## src/rtl/rotate_arb_ctrl.sv

```systemverilog
// Two-requester rotate unit: one shared 32-bit rotator behind a round-robin or
// fixed-priority grant, with a single-entry result register and a drain counter.
module rotate_arb_ctrl #(
    parameter int unsigned RR_EN = 1,
    parameter int unsigned CNT_W = 8
) (
    input  logic             clk,
    input  logic             rst,
    input  logic             req0_valid,
    output logic             req0_ready,
    input  logic [31:0]      req0_data,
    input  logic [4:0]       req0_amt,
    input  logic             req0_dir,
    input  logic             req1_valid,
    output logic             req1_ready,
    input  logic [31:0]      req1_data,
    input  logic [4:0]       req1_amt,
    input  logic             req1_dir,
    output logic             rsp_valid,
    input  logic             rsp_ready,
    output logic [31:0]      rsp_data,
    output logic             rsp_id,
    output logic [CNT_W-1:0] done_cnt
);

    typedef enum logic {
        EMPTY = 1'b0,
        FULL  = 1'b1
    } state_e;

    state_e             state_q, state_d;
    logic [31:0]        data_q, data_d;
    logic               id_q, id_d;
    logic               last_q, last_d;
    logic [CNT_W-1:0]   cnt_q, cnt_d;

    logic               can_accept;
    logic               any_valid;
    logic               accept;
    logic               drain;
    logic               gnt_id;

    logic [31:0]        op_data;
    logic [4:0]         op_amt;
    logic               op_dir;
    logic [5:0]         inv_amt;
    logic [31:0]        rot_l;
    logic [31:0]        rot_r;
    logic [31:0]        rot_res;

    // Grant selection: a tie goes to whoever did not win last under round-robin.
    always_comb begin
        any_valid  = req0_valid | req1_valid;
        can_accept = !rst && ((state_q == EMPTY) || rsp_ready);
        if (req0_valid && req1_valid) begin
            gnt_id = (RR_EN != 0) ? ~last_q : 1'b0;
        end else begin
            gnt_id = req1_valid;
        end
        accept     = can_accept & any_valid;
        drain      = (state_q == FULL) & rsp_ready;
        req0_ready = accept & ~gnt_id;
        req1_ready = accept &  gnt_id;
    end

    // Single shared rotator fed by the grant mux.
    always_comb begin
        op_data = gnt_id ? req1_data : req0_data;
        op_amt  = gnt_id ? req1_amt  : req0_amt;
        op_dir  = gnt_id ? req1_dir  : req0_dir;
        inv_amt = 6'd32 - {1'b0, op_amt};
        // A shift by 32 yields zero, so amt = 0 leaves the operand intact.
        rot_l   = (op_data << op_amt) | (op_data >> inv_amt);
        rot_r   = (op_data >> op_amt) | (op_data << inv_amt);
        rot_res = op_dir ? rot_l : rot_r;
    end

    always_comb begin
        state_d = state_q;
        data_d  = data_q;
        id_d    = id_q;
        last_d  = last_q;
        cnt_d   = cnt_q;
        if (accept) begin
            state_d = FULL;
            data_d  = rot_res;
            id_d    = gnt_id;
            last_d  = gnt_id;
        end else if (drain) begin
            state_d = EMPTY;
        end
        if (drain) begin
            cnt_d = cnt_q + CNT_W'(1);
        end
    end

    always_ff @(posedge clk) begin
        if (rst) begin
            state_q <= EMPTY;
            data_q  <= '0;
            id_q    <= 1'b0;
            last_q  <= 1'b1;
            cnt_q   <= '0;
        end else begin
            state_q <= state_d;
            data_q  <= data_d;
            id_q    <= id_d;
            last_q  <= last_d;
            cnt_q   <= cnt_d;
        end
    end

    assign rsp_valid = (state_q == FULL);
    assign rsp_data  = data_q;
    assign rsp_id    = id_q;
    assign done_cnt  = cnt_q;

endmodule

```

## config.mk

```make
export PLATFORM = sky130hd
export DESIGN_NAME = rotate_arb_ctrl
export DESIGN_NICKNAME = d
export VERILOG_FILES = /design/src/rtl/rotate_arb_ctrl.sv
export SDC_FILE = /design/constraint.sdc
export NUM_CORES = 1
export LEC_CHECK = 0
export CAP_MARGIN = 20
export CORE_UTILIZATION = 50
export CTS_CLUSTER_SIZE = 25
export DETAILED_ROUTE_END_ITERATION = 12
export DONT_BUFFER_PORTS = 1
export GPL_ROUTABILITY_DRIVEN = 0
export SLEW_MARGIN = 20
export SYNTH_ARGS = -nofsm -noshare
export SYNTH_HDL_FRONTEND = slang
export SYNTH_SLANG_ARGS = --single-unit
```

## constraint.sdc

```tcl
create_clock -name clk -period 4.3 [get_ports clk]
set_input_delay 1.075 -clock clk [delete_from_list [all_inputs] [get_ports clk]]
set_output_delay 1.075 -clock clk [all_outputs]
set_load 0.02 [all_outputs]
```

Word-level counts from Yosys, hierarchy flattened. Index checks and enable logic that the tools add are counted.

Input port bits: 81. Output and inout port bits: 44. Bits in registers: 43.

Bitwise logic cells: 10. Add/subtract/negate cells: 2. Multiplexer cells: 7. Reduce and logical (&&, ||, !) cells: 5. Shift operators: 4.

Operators with widths (count): 32-bit 2-to-1 mux (2); 32-bit OR (2); 32-bit by 5-bit left shift with 32-bit output (1); 32-bit by 6-bit left shift with 32-bit output (1); 32-bit by 5-bit right shift with 32-bit output (1); 32-bit by 6-bit right shift with 32-bit output (1); 8-bit by 1-bit adder with 8-bit output, second input constant (1); 6-bit by 5-bit subtractor with 6-bit output, first input constant (1); 5-bit 2-to-1 mux (1); 1-bit AND (4); 1-bit 2-to-1 mux (4); 1-bit inverter (3); 1-bit logical AND (2); 2-bit nonzero test (1); 1-bit zero test (1); 1-bit logical OR (1); 1-bit OR (1).

Longest topological paths before layout.
Depth in word-level cells: 7. Depth in mapped cells: 14. Depth with buffers taken out: 8.

Worst setup path before layout. OpenSTA, ideal clock, no wires.

Kind: input -> output. Start: input req1_valid. End: output req1_ready. Data required time: 3.225 ns. Setup slack: 0.959 ns. Arrival time: 2.266 ns. Cell stages on the path: 6. Path through: a21bo_1 -> buf_6 -> buf_6 -> buf_2 -> buf_2 -> nor2_1.

Cells in the longest elaborated chain, start to end: 3. Elaborated cells on any way between the ends: 5. Those cells by class: mux (1); bitwise (3); reduce/logical (1).

Ends and longest elaborated chain: start: declaration (RTL line 14) `input logic req1_valid,`; 1-bit OR / 1-bit logical AND (equally long branches) (RTL line 53, 55); 1-bit AND / 1-bit 2-to-1 mux (equally long branches) (RTL line 60, 55); 1-bit AND (*) (RTL line 63) `req1_ready = accept & gnt_id;`; end: declaration (RTL line 15) `output logic req1_ready,`.

Every way passes the cells marked *; elsewhere a longest branch is shown, timed or not.

Final worst setup path.
Start: input req1_valid. End: register data_q[9] (netlist: rsp_data[9]).

Cells in the longest elaborated chain, start to end: 7. Elaborated cells on any way between the ends: 15. Those cells by class: add/sub (1); shift (4); mux (5); bitwise (4); reduce/logical (1).

Ends and longest elaborated chain: 1-bit logical AND (RTL line 55) `if (req0_valid && req1_valid) begin`; 1-bit 2-to-1 mux (RTL line 55); 5-bit 2-to-1 mux (RTL line 69) `op_amt = gnt_id ? req1_amt : req0_amt;`; 6-bit by 5-bit subtractor with 6-bit output (RTL line 71) `inv_amt = 6'd32 - {1'b0, op_amt};`; 32-bit by 6-bit left shift with 32-bit output / 32-bit by 6-bit right shift with 32-bit output (equally long branches) (RTL line 74, 73); 32-bit OR (on tied branches) (RTL line 74, 73); 32-bit 2-to-1 mux (RTL line 75) `rot_res = op_dir ? rot_l : rot_r;`; end signal: assignment (RTL line 106) `data_q <= data_d;`; end: declaration (RTL line 32) `logic [31:0] data_q, data_d;`.

Parallel ways exist; a longest one is shown, timed or not. A chain may end at the register's enable or synchronous reset.

==> flow_summary.ini <==
[worst_setup_path]
crit_path_top_delay_cell = o311ai_0
crit_arrival_ns = 4.07
cp_cell_sequence = a21bo_4 > buf_4 > mux2i_1 > mux2_2 > nor2_1 > o311ai_0 > o211ai_1 > nand3_1
r2r_slack_ns = 0.85
startpoint_type = input pin
cp_top_family = compound AO/OA/AOI/OAI gates
cp.buffers_inverters = 1
critPathCaptureType = register
cp_max_fo = 33
slowest_delay_ns = 0.87
worst_ep_required_time_ns = 4.54
path_class = in -> reg

[synthesis]
synthMuxAreaShare = 0.3724
synth-seq-area-share = 0.08795
ys_ff_latch = 43
async_reset_ff_frac = 0
avgSynthCellArea_sq_um = 7.799
synthAdderAreaFrac = 0.001278
synth_top_family_by_area = multiplexers
synth_xor_area_frac = 0.01125
yosys_warnings = 0
synth_simple_gate_area_share = 0.1851
netlist_instances = 1255
synth_edf_count = 0
synth-main-ff-cell = dfxtp_1
synth_cell_types = 90
synth_nets = 1337
syn_area_sq_um = 9788
synth-compound-area-share = 0.2568

[global_route]
grt_first_pass_wirelength_microns = 63340
antenna_found_initial = 1
grt_max_degree = 75
grt_pass1_vias = 10340
track_usage = 0.4135
grt_overflow = 0

[cts]
path_clk_slew_ns = 0.06
cts_made_buffers = 5
cts_hold_buf = 0
clk-insertion-delay-late_ns = 0.30
h-tree-depth = 2
cts_tree = done
cts_buffer_depth = 2
cts_setup_buffers = 0
clockRootBuffer = clkbuf_16
postCtsResizedCells = 0
clock_sinks = 43

[worst_hold_path]
holdCritPathClass = reg -> reg

[finish]
utilization = 0.5354
stdcell_count = 1483
drive_gt1_frac = 0.1693
multi_input_area_sq_um = 8165
diodes = 0
seqCellArea_sq_um = 860.8
fill_cells = 1902
syn_to_final_growth_pct = 3.682
nets = 1304
final_area_sq_um = 10150

[sta]
tightestPinTransition_ns = 1.017
setup_viol = 0
drv_slew = 0
fin_crit_sh = 0.8909
hold_viol = 0
finalSetupTns_ns = 0
period_needed_ns = 3.831
clock_skew_ns = 0.006683
rsz0062_at_grt = no
relSlewSlack = 0.3195
fmax_mhz = 261.0

[floorplanning]
rows = 50
initial_core_util = 0.5164
dieArea_sq_um = 20140
die_w_microns = 141.9
die_h_microns = 141.9
core_area_sq_um = 18960
io_pins = 125

[drt]
drtIter0Drc = 2037
drt-vias-per-instance = 7.458
wirelength_microns = 42060
vias = 11060
drc = 0
ant_nets = 0
firstDrtPassIters = 7
drt-wirelength-per-cell_microns = 28.36

[power_and_ir_drop]
p_leak_nw = 4.180
powerDensity_nw_per_um2 = 278.7
ir_drop_mv = 0.2044

[run_status]
status = complete, no violations

[place]
dp_hpwl_microns = 32480
dp_cells = 1475
io_buffer_count = 0
placed_area_sq_um = 9998

[run]
drv_cap = 0
-- cells in the mapped netlist, types with 13 or more instances --
cell,n,area [sq um]
a21oi_1,78,390.4
buf_4,26,195.2
o211ai_1,26,195.2
nand3_1,44,220.2
nand2_1,168,630.6
o21ai_0,47,235.2
clkbuf_1,20,75.07
mux2i_2,17,234.0
nor3_1,25,125.1
o22ai_1,17,106.4
a31oi_1,13,81.33
mux2i_1,253,2532
dfxtp_1,43,860.8
nor2_1,99,371.6
buf_2,43,215.2
buf_6,18,202.7
o221ai_1,16,140.1
a211oi_1,36,270.3
o21ai_1,16,80.08
mux2_2,34,382.9
-- placed cells by master (no fill, tap or decap), types with 17 or more instances in the layout --
cell / Yosys / final
nand2_1: 168 / 168
a21oi_1: 78 / 78
nor2_1: 99 / 99
nor3_1: 25 / 24
mux2i_2: 17 / 18
dfxtp_1: 43 / 43
nand3_1: 44 / 44
o211ai_1: 26 / 26
mux2i_1: 253 / 248
o21ai_0: 47 / 47
mux2_2: 34 / 34
buf_4: 26 / 73
a211oi_1: 36 / 36
o22ai_1: 17 / 17
-- per-layer routing --
metal,track usage,routed length (microns)
met2,0.6259,17660
met1,0.5223,15770
met5,0,0
met3,0.1232,5690
met4,0.2315,2937
-- stage by stage --
| step | hold slack, ns | total power (W) | setup slack (ns) |
|---|---|---|---|
| after floorplan | 0.4852 | 0.001878 | 0.9585 |
| after global placement | 0.5595 | 0.002347 | 0.2836 |
| after detailed placement | 0.5713 | 0.002343 | 0.3526 |
| after CTS | 0.5798 | 0.002741 | 0.6652 |
| after global routing | 0.5975 | 0.002931 | 0.4186 |
| final | 0.5799 | 0.002829 | 0.4693 |
-- power by group --
group	total [W]	internal [W]	switching, W
combinational	0.00187	0.000684	0.00118
clock	0.000398	0.000218	0.000180
sequential	0.000566	0.000453	0.000113
total	0.00283	0.00136	0.00147
-- state kept, by name (all words and copies together) (netlist names) --
name / flops
rsp_data: 32
rsp_valid: 1
last_q: 1
rsp_id: 1
done_cnt: 8
-- cell families after synthesis --
family,Yosys count
AO/OA/AOI/OAI,356
flip-flops,43
XOR/XNOR,10
AND/OR/NAND/NOR,395
multiplexers,328
adder cells (fa/ha/maj),1
buffers and inverters,122
-- worst reg2reg max path, cell delays in order (launching register included) --
cell,delay (ns)
dfxtp_1,0.40
a21bo_4,0.50
buf_4,0.44
mux2i_1,0.52
mux2_2,0.31
nor2_1,0.05
o311ai_0,0.87
o211ai_1,0.20
nand3_1,0.11
-- area by class of cell --
cell class | instances | area share
multi-input combinational | 1090 | 0.8046
clock buffer | 5 | 0.01233
tap | 260 | 0.03206
inverter | 5 | 0.001849
timing repair buffer | 77 | 0.06189
sequential | 43 | 0.08482
clock inverter | 3 | 0.002466
-- path summary, 6_finish.rpt --
kind / from / end / cells after the start
setup reg to reg: last_q$_SDFFE_PP1P_ / rsp_data[9]$_SDFFE_PP0P_ / 8
hold reg to reg: rsp_data[19]$_SDFFE_PP0P_ / rsp_data[19]$_SDFFE_PP0P_ / 2
setup / recovery: req1_valid / rsp_data[9]$_SDFFE_PP0P_ / 8
hold / removal: rsp_data[19]$_SDFFE_PP0P_ / rsp_data[19]$_SDFFE_PP0P_ / 2
Power figures use the tool's default switching activity.
